**config.mk**
```make
export PLATFORM = sky130hd
export DESIGN_NAME = ysyx_22041207_muldiv_ctrl_flat
export DESIGN_NICKNAME = d
export VERILOG_FILES = /design/src/rtl/ysyx_22041207_muldiv_ctrl_if.sv /design/src/rtl/ysyx_22041207_muldiv_ctrl.sv /design/src/flat_wrapper.sv
export SDC_FILE = /design/constraint.sdc
export NUM_CORES = 1
export LEC_CHECK = 0
export ABC_AREA = 0
export CAP_MARGIN = 20
export CORE_AREA = 2 2 285 287
export CTS_CLUSTER_SIZE = 12
export DETAILED_ROUTE_END_ITERATION = 10
export DIE_AREA = 0 0 287 289
export PLACE_DENSITY = 0.45
export SYNTH_ARGS = -nofsm -noshare
export SYNTH_HDL_FRONTEND = slang
export SYNTH_SLANG_ARGS = --single-unit
```
**constraint.sdc**
```tcl
create_clock -name i_clk -period 4.93 [get_ports i_clk]
set_clock_uncertainty 0.15 [all_clocks]
set_input_delay 0.986 -clock i_clk [delete_from_list [all_inputs] [get_ports i_clk]]
set_output_delay 0.986 -clock i_clk [all_outputs]
set_load 0.05 [all_outputs]
```
**src/rtl/ysyx_22041207_muldiv_ctrl_if.sv**
```systemverilog
// Bundle between the EX stage, the M-op controller and the shared multiplier/divider units.
// slave is the controller's view; master is the EX stage plus the two units.
interface ysyx_22041207_muldiv_ctrl_if #(
  parameter int unsigned XLEN = 64
);
  logic            req_valid;
  logic            req_ready;
  logic [2:0]      req_op;
  logic            req_word;
  logic [XLEN-1:0] req_a;
  logic [XLEN-1:0] req_b;
  logic            resp_valid;
  logic [XLEN-1:0] resp_res;

  logic            mul_valid;
  logic            mul_ready;
  logic [1:0]      mul_sign;
  logic [XLEN-1:0] mul_a;
  logic [XLEN-1:0] mul_b;
  logic            mul_out_valid;
  logic [XLEN-1:0] mul_hi;
  logic [XLEN-1:0] mul_lo;

  logic            div_valid;
  logic            div_ready;
  logic            div_sign;
  logic [XLEN-1:0] div_a;
  logic [XLEN-1:0] div_b;
  logic            div_out_valid;
  logic [XLEN-1:0] div_quot;
  logic [XLEN-1:0] div_rem;

  modport slave (
    input  req_valid, req_op, req_word, req_a, req_b,
    input  mul_ready, mul_out_valid, mul_hi, mul_lo,
    input  div_ready, div_out_valid, div_quot, div_rem,
    output req_ready, resp_valid, resp_res,
    output mul_valid, mul_sign, mul_a, mul_b,
    output div_valid, div_sign, div_a, div_b
  );

  modport master (
    output req_valid, req_op, req_word, req_a, req_b,
    output mul_ready, mul_out_valid, mul_hi, mul_lo,
    output div_ready, div_out_valid, div_quot, div_rem,
    input  req_ready, resp_valid, resp_res,
    input  mul_valid, mul_sign, mul_a, mul_b,
    input  div_valid, div_sign, div_a, div_b
  );
endinterface

```
**src/rtl/ysyx_22041207_muldiv_ctrl.sv**
```systemverilog
// EX-stage sequencer for M-extension ops: issues to the shared mul/div units, resolves divide
// corner cases locally, formats W results and returns a single result pulse.
module ysyx_22041207_muldiv_ctrl #(
  parameter int unsigned XLEN = 64
) (
  input  logic                           i_clk,
  input  logic                           i_rst_n,
  input  logic                           i_flush,
  output logic                           o_stall,
  output logic                           o_unit_kill,
  ysyx_22041207_muldiv_ctrl_if.slave     io_bus
);

  localparam logic [2:0] OpMul    = 3'd0;
  localparam logic [2:0] OpMulh   = 3'd1;
  localparam logic [2:0] OpMulhsu = 3'd2;
  localparam logic [2:0] OpMulhu  = 3'd3;

  typedef enum logic [2:0] {
    StIdle, StMulIssue, StMulWait, StDivIssue, StDivWait, StDone
  } state_e;

  state_e          r_state, w_state_next;
  logic [2:0]      r_op;
  logic            r_word;
  logic [XLEN-1:0] r_a, r_b, r_res;
  logic            r_kill;

  logic            w_accept, w_busy, w_capture, w_is_div, w_a_signed, w_b_signed;
  logic            w_div_zero, w_ovf, w_corner;
  logic [XLEN-1:0] w_fa, w_fb, w_corner_res, w_unit_res;

  function automatic logic [XLEN-1:0] ext32(input logic [31:0] v, input logic sgn);
    ext32 = sgn ? {{(XLEN-32){v[31]}}, v} : {{(XLEN-32){1'b0}}, v};
  endfunction

  function automatic logic [XLEN-1:0] fmt_res(input logic word, input logic [XLEN-1:0] v);
    fmt_res = word ? ext32(v[31:0], 1'b1) : v;
  endfunction

  // Request decode; op[2] selects divide, op[0] marks unsigned divide, op[1] marks remainder.
  always_comb begin
    w_is_div   = io_bus.req_op[2];
    w_a_signed = w_is_div ? ~io_bus.req_op[0] : (io_bus.req_op != OpMulhu);
    w_b_signed = w_is_div ? ~io_bus.req_op[0]
                          : (io_bus.req_op == OpMul || io_bus.req_op == OpMulh);
    w_fa = io_bus.req_word ? ext32(io_bus.req_a[31:0], w_a_signed) : io_bus.req_a;
    w_fb = io_bus.req_word ? ext32(io_bus.req_b[31:0], w_b_signed) : io_bus.req_b;
    w_div_zero = (w_fb == '0);
    w_ovf = ~io_bus.req_op[0] &
            (io_bus.req_word ? (w_fa[31:0] == 32'h8000_0000 && w_fb[31:0] == 32'hFFFF_FFFF)
                             : (w_fa == {1'b1, {(XLEN-1){1'b0}}} && w_fb == '1));
    w_corner = w_is_div & (w_div_zero | w_ovf);
    if (w_div_zero) w_corner_res = io_bus.req_op[1] ? w_fa : '1;
    else            w_corner_res = io_bus.req_op[1] ? '0 : w_fa;

    if (r_op[2])            w_unit_res = r_op[1] ? io_bus.div_rem : io_bus.div_quot;
    else if (r_op == OpMul) w_unit_res = io_bus.mul_lo;
    else                    w_unit_res = io_bus.mul_hi;

    w_accept  = (r_state == StIdle) & io_bus.req_valid & ~i_flush;
    w_busy    = (r_state == StMulIssue) | (r_state == StMulWait) |
                (r_state == StDivIssue) | (r_state == StDivWait);
    w_capture = ~i_flush & (((r_state == StMulWait) & io_bus.mul_out_valid) |
                            ((r_state == StDivWait) & io_bus.div_out_valid));
  end

  always_ff @(posedge i_clk or negedge i_rst_n) begin
    if (!i_rst_n) r_state <= StIdle;
    else          r_state <= w_state_next;
  end

  always_comb begin
    w_state_next = r_state;
    unique case (r_state)
      StIdle: begin
        if (w_accept) begin
          if (!w_is_div)    w_state_next = StMulIssue;
          else if (w_corner) w_state_next = StDone;
          else               w_state_next = StDivIssue;
        end
      end
      StMulIssue: if (i_flush) w_state_next = StIdle;
                  else if (io_bus.mul_ready) w_state_next = StMulWait;
      StMulWait:  if (i_flush) w_state_next = StIdle;
                  else if (io_bus.mul_out_valid) w_state_next = StDone;
      StDivIssue: if (i_flush) w_state_next = StIdle;
                  else if (io_bus.div_ready) w_state_next = StDivWait;
      StDivWait:  if (i_flush) w_state_next = StIdle;
                  else if (io_bus.div_out_valid) w_state_next = StDone;
      StDone:     w_state_next = StIdle;
      default:    w_state_next = StIdle;
    endcase
  end

  always_ff @(posedge i_clk or negedge i_rst_n) begin
    if (!i_rst_n) begin
      r_op   <= '0;
      r_word <= 1'b0;
      r_a    <= '0;
      r_b    <= '0;
      r_res  <= '0;
      r_kill <= 1'b0;
    end else begin
      r_kill <= w_busy & i_flush;
      if (w_accept) begin
        r_op   <= io_bus.req_op;
        r_word <= io_bus.req_word;
        r_a    <= w_fa;
        r_b    <= w_fb;
        if (w_corner) r_res <= fmt_res(io_bus.req_word, w_corner_res);
      end else if (w_capture) begin
        r_res <= fmt_res(r_word, w_unit_res);
      end
    end
  end

  always_comb begin
    io_bus.req_ready  = (r_state == StIdle);
    io_bus.resp_valid = (r_state == StDone) & ~i_flush;
    io_bus.resp_res   = r_res;
    io_bus.mul_valid  = (r_state == StMulIssue);
    io_bus.div_valid  = (r_state == StDivIssue);
    io_bus.mul_a      = r_a;
    io_bus.mul_b      = r_b;
    io_bus.div_a      = r_a;
    io_bus.div_b      = r_b;
    io_bus.div_sign   = r_op[2] & ~r_op[0];
    if (r_op == OpMul || r_op == OpMulh) io_bus.mul_sign = 2'b11;
    else if (r_op == OpMulhsu)           io_bus.mul_sign = 2'b10;
    else                                 io_bus.mul_sign = 2'b00;
    o_stall     = w_busy | w_accept;
    o_unit_kill = r_kill;
  end

endmodule
```
**src/flat_wrapper.sv**
```systemverilog
// flat-port wrapper written by rule: the top's interface ports become plain ports
module ysyx_22041207_muldiv_ctrl_flat 
#(
  parameter int unsigned XLEN = 64
)
  (i_clk, i_rst_n, i_flush, o_stall, o_unit_kill, io_bus_req_valid, io_bus_req_op, io_bus_req_word, io_bus_req_a, io_bus_req_b, io_bus_mul_ready, io_bus_mul_out_valid, io_bus_mul_hi, io_bus_mul_lo, io_bus_div_ready, io_bus_div_out_valid, io_bus_div_quot, io_bus_div_rem, io_bus_req_ready, io_bus_resp_valid, io_bus_resp_res, io_bus_mul_valid, io_bus_mul_sign, io_bus_mul_a, io_bus_mul_b, io_bus_div_valid, io_bus_div_sign, io_bus_div_a, io_bus_div_b);
  ysyx_22041207_muldiv_ctrl_if #(.XLEN(XLEN)) io_bus_i ();
  input  logic i_clk;
  input  logic i_rst_n;
  input  logic i_flush;
  output logic o_stall;
  output logic o_unit_kill;
  input wire logic [$bits(io_bus_i.req_valid)-1:0] io_bus_req_valid;
  input wire logic [$bits(io_bus_i.req_op)-1:0] io_bus_req_op;
  input wire logic [$bits(io_bus_i.req_word)-1:0] io_bus_req_word;
  input wire logic [$bits(io_bus_i.req_a)-1:0] io_bus_req_a;
  input wire logic [$bits(io_bus_i.req_b)-1:0] io_bus_req_b;
  input wire logic [$bits(io_bus_i.mul_ready)-1:0] io_bus_mul_ready;
  input wire logic [$bits(io_bus_i.mul_out_valid)-1:0] io_bus_mul_out_valid;
  input wire logic [$bits(io_bus_i.mul_hi)-1:0] io_bus_mul_hi;
  input wire logic [$bits(io_bus_i.mul_lo)-1:0] io_bus_mul_lo;
  input wire logic [$bits(io_bus_i.div_ready)-1:0] io_bus_div_ready;
  input wire logic [$bits(io_bus_i.div_out_valid)-1:0] io_bus_div_out_valid;
  input wire logic [$bits(io_bus_i.div_quot)-1:0] io_bus_div_quot;
  input wire logic [$bits(io_bus_i.div_rem)-1:0] io_bus_div_rem;
  output wire logic [$bits(io_bus_i.req_ready)-1:0] io_bus_req_ready;
  output wire logic [$bits(io_bus_i.resp_valid)-1:0] io_bus_resp_valid;
  output wire logic [$bits(io_bus_i.resp_res)-1:0] io_bus_resp_res;
  output wire logic [$bits(io_bus_i.mul_valid)-1:0] io_bus_mul_valid;
  output wire logic [$bits(io_bus_i.mul_sign)-1:0] io_bus_mul_sign;
  output wire logic [$bits(io_bus_i.mul_a)-1:0] io_bus_mul_a;
  output wire logic [$bits(io_bus_i.mul_b)-1:0] io_bus_mul_b;
  output wire logic [$bits(io_bus_i.div_valid)-1:0] io_bus_div_valid;
  output wire logic [$bits(io_bus_i.div_sign)-1:0] io_bus_div_sign;
  output wire logic [$bits(io_bus_i.div_a)-1:0] io_bus_div_a;
  output wire logic [$bits(io_bus_i.div_b)-1:0] io_bus_div_b;
  assign io_bus_i.req_valid = io_bus_req_valid;
  assign io_bus_i.req_op = io_bus_req_op;
  assign io_bus_i.req_word = io_bus_req_word;
  assign io_bus_i.req_a = io_bus_req_a;
  assign io_bus_i.req_b = io_bus_req_b;
  assign io_bus_i.mul_ready = io_bus_mul_ready;
  assign io_bus_i.mul_out_valid = io_bus_mul_out_valid;
  assign io_bus_i.mul_hi = io_bus_mul_hi;
  assign io_bus_i.mul_lo = io_bus_mul_lo;
  assign io_bus_i.div_ready = io_bus_div_ready;
  assign io_bus_i.div_out_valid = io_bus_div_out_valid;
  assign io_bus_i.div_quot = io_bus_div_quot;
  assign io_bus_i.div_rem = io_bus_div_rem;
  assign io_bus_req_ready = io_bus_i.req_ready;
  assign io_bus_resp_valid = io_bus_i.resp_valid;
  assign io_bus_resp_res = io_bus_i.resp_res;
  assign io_bus_mul_valid = io_bus_i.mul_valid;
  assign io_bus_mul_sign = io_bus_i.mul_sign;
  assign io_bus_mul_a = io_bus_i.mul_a;
  assign io_bus_mul_b = io_bus_i.mul_b;
  assign io_bus_div_valid = io_bus_i.div_valid;
  assign io_bus_div_sign = io_bus_i.div_sign;
  assign io_bus_div_a = io_bus_i.div_a;
  assign io_bus_div_b = io_bus_i.div_b;
  ysyx_22041207_muldiv_ctrl #(.XLEN(XLEN)) u_core (.i_clk(i_clk), .i_rst_n(i_rst_n), .i_flush(i_flush), .o_stall(o_stall), .o_unit_kill(o_unit_kill), .io_bus(io_bus_i));
endmodule
```
-- Word level (Yosys, flattened, before mapping)
Cells that the tools add are included.
- register bits after elaboration: 200
- output and inout bits: 329
- word-level logic and storage cells: 88
- reduce and logical (&&, ||, !) cells: 11
- equal/unequal tests: 19
- bitwise gates (word level): 19
- multiplexer cells: 32
- operators with widths (operator ; count):
    two-way mux 64 bit ; 15
    equality test 64 bit, second input constant ; 2
    equality test 32 bit, second input constant ; 2
    logical NOT 64 bit ; 1
    two-way mux 3 bit ; 11
    one-hot mux 3 bit (5 select lines) ; 1
    != test 3 bit, second input constant ; 4
    bitwise AND 1 bit ; 10
    equality test 3 x 1 -> 1 bit, second input constant ; 3
    equality test 3 x 2 -> 1 bit, second input constant ; 3
    logical NOT 3 bit ; 3
    equality test 3 bit, second input constant ; 2
    OR 1 bit ; 6
    AND reduction 5 bit ; 1
    two-way mux 2 bit ; 2
    two-way mux 1 bit ; 3
    != test 3 x 2 -> 1 bit, second input constant ; 1
    inverter 1 bit ; 3
    logical AND 1 bit ; 2
    logical OR 1 bit ; 2
    != test 2 x 1 -> 1 bit, second input constant ; 1
    != test 2 bit, second input constant ; 1
    AND reduction 2 bit ; 1
    nonzero test 2 bit ; 1

-- Logic depth before layout (Yosys ltp)
- depth after elaboration: 15
- depth in mapped cells: 10
- gate-level depth less buffers: 7

-- Least setup slack after synthesis
No wires, ideal clock.
- path type: in2reg
- start: in io_bus_req_a[4]
- end: reg u_core.r_res[53] (netlist: u_core.io_bus.resp_res[53])
- required time: 4.637 ns
- arrival time: 2.818 ns
- cell stages on the path: 8
- slack: 1.819 ns
- cell sequence: or4_1 or4_1 nor4_1 o211a_1 o31a_2 buf_8 buf_2 a31oi_1
- word-level cells in the longest chain between the ends: 10
- elaborated cells on any way between the ends: 12
- those cells by class: eq/ne: 3; mux: 3; bitwise: 3; reduce/logical: 3
- RTL lines (item ; line ; RTL):
    start, declared ; flat_wrapper.sv:16 ; input wire logic [$bits(io_bus_i.req_a)-1:0] io_bus_req_a;
    two-way mux 64 bit ; ysyx_22041207_muldiv_ctrl.sv:34 ; ext32 = sgn ? {{(XLEN-32){v[31]}}, v} : {{(XLEN-32){1'b0}}, v};
    two-way mux 64 bit (*) ; ysyx_22041207_muldiv_ctrl.sv:47 ; w_fa = io_bus.req_word ? ext32(io_bus.req_a[31:0], w_a_signed) : io_bus.req_a;
    equality test 64 bit or equality test 32 bit (tied branches) ; ysyx_22041207_muldiv_ctrl.sv:52, ysyx_22041207_muldiv_ctrl.sv:51 ;
    logical AND 1 bit, on equally long branches ; ysyx_22041207_muldiv_ctrl.sv:52, ysyx_22041207_muldiv_ctrl.sv:51 ;
    two-way mux 1 bit (*) ; ysyx_22041207_muldiv_ctrl.sv:51 ; (io_bus.req_word ? (w_fa[31:0] == 32'h8000_0000 && w_fb[31:0] == 32'hFFFF_FFFF)
    bitwise AND 1 bit (*) ; ysyx_22041207_muldiv_ctrl.sv:50 ; w_ovf = ~io_bus.req_op[0] &
    OR 1 bit (*) ; ysyx_22041207_muldiv_ctrl.sv:53 ; w_corner = w_is_div & (w_div_zero | w_ovf);
    bitwise AND 1 bit (*) ; ysyx_22041207_muldiv_ctrl.sv:53 ;
    != test 2 bit (no source line) (*) ; - ;
    AND reduction 2 bit (no source line) (*) ; - ;
    end signal, assigned ; ysyx_22041207_muldiv_ctrl.sv:111 ; if (w_corner) r_res <= fmt_res(io_bus.req_word, w_corner_res);
    end signal, assigned ; ysyx_22041207_muldiv_ctrl.sv:113 ; r_res <= fmt_res(r_word, w_unit_res);
    end, declared ; ysyx_22041207_muldiv_ctrl.sv:26 ; logic [XLEN-1:0] r_a, r_b, r_res;
Mark *: on every way between the ends. The rest lies on a longest branch, timed or not.
A chain may end at the register's enable or synchronous reset.

-- Worst setup path after layout
- start: in i_flush
- end: out o_stall
- word-level cells in the longest chain between the ends: 3
- RTL lines (item ; line ; RTL):
    start, declared ; flat_wrapper.sv:10 ; input logic i_flush;
    inverter 1 bit ; ysyx_22041207_muldiv_ctrl.sv:61 ; w_accept = (r_state == StIdle) & io_bus.req_valid & ~i_flush;
    bitwise AND 1 bit ; ysyx_22041207_muldiv_ctrl.sv:61 ;
    OR 1 bit ; ysyx_22041207_muldiv_ctrl.sv:132 ; o_stall = w_busy | w_accept;
    end, declared ; flat_wrapper.sv:11 ; output logic o_stall;
Every way passes these cells.

==> run summary <==
The run finished with clean final reports. The mean instance size in the synthesized netlist came out at 8.42 µm². Across the whole layout, storage elements account for 0.00501 mm².

The delay of the slowest cell on the worst path was 0.72 ns; the largest net degree at the start of global routing was 197. TritonCTS built the clock tree. The highest clock frequency the design can meet was 0.251 GHz. The logs give 0.00577 mm² for the multi-input gate area in the final layout and 0.0829 mm² for the area enclosed by the die boundary. Setup violations remaining at the end of the flow were counted as 0. Share of the clock period used by the worst path: 0.809.

The tools report the detailed placer's ending HPWL as 50900 µm. The antenna violation net count after detailed routing is 0. The logs give 725 for the number of primary I/O pins and 0.0799 mm² for the area of the placeable core.

The first global-routing pass estimated 91300 µm of wire. The overall fraction of global-route tracks in use came out at 0.151. Final estimated routing congestion in global placement: 0.834. Once layout is done, the placed cells without fillers occupy 0.0203 mm².

The hold buffer count at CTS came out at 0. Along the worst path, the maximum fanout reaches 8. Post-CTS timing repair inserted 0 buffers for setup. dfrtp_1 takes more of the synthesized area than any other cell. The sum of buffers and inverters on the critical path was 3.

Across the run, the number of max-cap violations was 0. Leading cell type by number of instances after synthesis: nand2_1. The fraction of registers with async set/reset was 1.00; the maximum VDD drop was 334 µV.

The tools report the relative slew slack as 0.281. The kind of start point of the critical path was an input port. The floorplan has 104 rows.

Initial standard-cell utilization of the core: 0.153. Setup repair after global routing left no endpoint under its margin. The proportion of layout cells with a drive suffix above 1 was 0.0393. Summing internal, switching and leakage power gives 0.0150 W.

The run gives 0 as the final hold violation count. The number of antenna violations at the first check in global routing is 5, and the pin slew with the least headroom to its limit is 1.08 ns. In this design, the critical path's most frequently occurring cell is clkdlybuf4s50_1.

Counting every sink on the clock net gives 200. By count the netlist is led by nand2_1 (276), dfrtp_1 (200), a21oi_1 (131). Post-CTS repair changed the size of 0 cells. The run gives 0 as the count of final max-slew check failures. After clock tree synthesis, the clock-pin slew on the worst setup and hold paths is 0.09 ns. When the netlist entered floorplanning its net count stood at 1846.

The critical path goes through clkdlybuf4s50_1, nor2b_1, buf_4, mux2_2, clkdlybuf4s50_1. For the part of the Yosys area used for sequential elements, the log shows 0.410. In the routed layout, each cell is associated on average with a via count of 4.19. The number of enable flip-flop cells after synthesis was 0.

The highest metal layer carrying signal wires in the routed design is met5. The clock insertion delay at the later pin of the skew report was 0.48 ns. The post-detailed-route wirelength per cell is 21.5 µm. The worst hold slack after final layout was 0.362 ns. The floorplan step set the die height to 289 µm. After synthesis the netlist holds a flip-flop and latch count of 200. The power per cell area was 738 mW/mm²; the layout filler cell count was 8646.

Count of different cell masters after synthesis: 48. For the number of detailed-route iterations in the first pass, the log shows 6. Summing all placed instances gives a cell area of 0.0197 mm².

In this design, the largest share of critical-path delay is due to buffers and inverters. CTS placed an instance of clkbuf_16 at the clock tree root. In this run the tool buffered the top-level ports with 724 buffer cells. The arrival time at the worst endpoint is 2.85 ns, and the number of CTS-inserted buffers is 17. Summing over every cut layer, the via total after detailed routing is 12800. From synthesis to final layout, the design area changed by 66.1%.

The worst setup path is of the input port to output port kind. By area the synthesized netlist is led by dfrtp_1 (41%), nand2_1 (8.5%), buf_4 (8.0%). The area share of the largest cell type after synthesis is 0.410. In the detailed route, the total length drawn on met3 is 3720 µm. The run gives 0 as the number of synthesis warnings.

The worst hold-check path type was register to register. For the worst setup path, the data required time is 3.79 ns. Global routing finished with a remaining overflow of 0. The shortest period the worst path allows is 3.99 ns, and the post-layout net count is 2370.

The run gives 0 ns as the accumulated negative setup slack. For this run, design rule violations remaining after detail routing come to 0. Measured along the x axis, the die boundary spans 287 µm.

In this run the number of H-tree levels came out at 4. For this block, the initial DRC count from the detailed router was 688. The logs give 65700 µm for the total length of routed wires and 7.91 nW for the leakage power. After detailed routing, the wire length on met1 is 26200 µm.

The cell count after synthesis came out at 1450. The tools report the via count of the first global-routing pass as 13100. Among all flip-flop cells after synthesis, the most frequent one is dfrtp_1. The cell area that synthesis handed to floorplanning was 0.0122 mm². In this run the deepest clock path goes through 2 buffers.

The slowest stage of the critical path is the clkdlybuf4s50_1 cell. Wire segments on met2 add up to 33800 µm in the final route. STA classifies the critical path endpoint as an output port.
[where the power goes]
part	total, W	switching, W	internal [W]
Clock	0.00153	0.000770	0.000763
Combinational	0.0102	0.00692	0.00327
Sequential	0.00325	0.000853	0.00240
[layer usage]
metal  vias up  GRT usage
met3        77     0.0285
met1      6133      0.178
li1       6021          -
met4         4     0.0598
met2       523      0.270
met5         -          0
[placed cells by master, fill, tap and decap left out, drive strengths merged, types with 3 or more instances in the layout]
cell,Yosys,layout
nand2,276,276
nor4,27,27
nor3,6,6
clkinv,1,4
nor2,77,77
and2,5,5
nor3b,3,3
a21oi,131,131
a22oi,31,31
mux2i,65,65
dfrtp,200,200
a31oi,31,31
clkdlybuf4s50,0,722
or4,6,6
clkbuf,87,17
nor4b,3,3
diode,0,3
nor2b,68,68
o21ai,101,101
buf,159,29
inv,1,7
nand4,21,21
maj3,31,31
a211oi,95,95
[final cells by class]
class,instances,area share
Antenna cell,3,0.000370
Clock buffer,17,0.0210
Clock inverter,13,0.00827
Inverter,2,0.000370
Multi-Input combinational cell,1002,0.284
Sequential cell,200,0.247
Tap cell,1060,0.0654
Timing Repair Buffer,751,0.373
[tightest hold or removal path, cell delays in order, from the launching register on]
cell     delay [ns]
dfrtp_1        0.37
nand2_1        0.06
nand2_1        0.06
[metrics by stage]
step	worst slack [ns]	utilization	std cells
detailed placement	0.390	0.246	3015
CTS	0.925	0.254	3045
global route	0.696	0.254	3047
global placement	0.382	0.246	3014
finish	0.940	0.254	3048
floorplan	1.82	-	1450
[state kept, by name, summed over array words and instances (netlist names)]
register	flops
u_core.r_op	3
u_core.io_bus.div_b	64
u_core.r_word	1
u_core.o_unit_kill	1
u_core.io_bus.resp_res	64
u_core.io_bus.div_a	64
u_core.r_state	3
[cell families (layout without fill, tap and decap cells)]
group	after synthesis	in the layout	share of synthesized area
simple gates	500	500	0.186
compound gates	404	404	0.201
buf+inv	248	783	0.122
flops	200	200	0.410
mux	67	67	0.0552
fa+ha+maj	31	31	0.0254
other cells	0	3	0
[worst paths after layout]
path	start	to	slack, ns	depth (start not counted)
min in group asynchronous	i_rst_n	u_core.io_bus.div_b[46]	0.40	1
max	i_flush	o_stall	0.94	5
max in group asynchronous	i_rst_n	u_core.io_bus.resp_res[57]	3.35	2
min reg2reg	u_core.io_bus.div_b[16]	u_core.io_bus.div_b[16]	0.36	2
min	u_core.io_bus.div_b[16]	u_core.io_bus.div_b[16]	0.36	2
max reg2reg	u_core.r_op[1]	u_core.io_bus.resp_res[19]	1.91	5
Note: power is estimated with default switching activity, not from simulation.
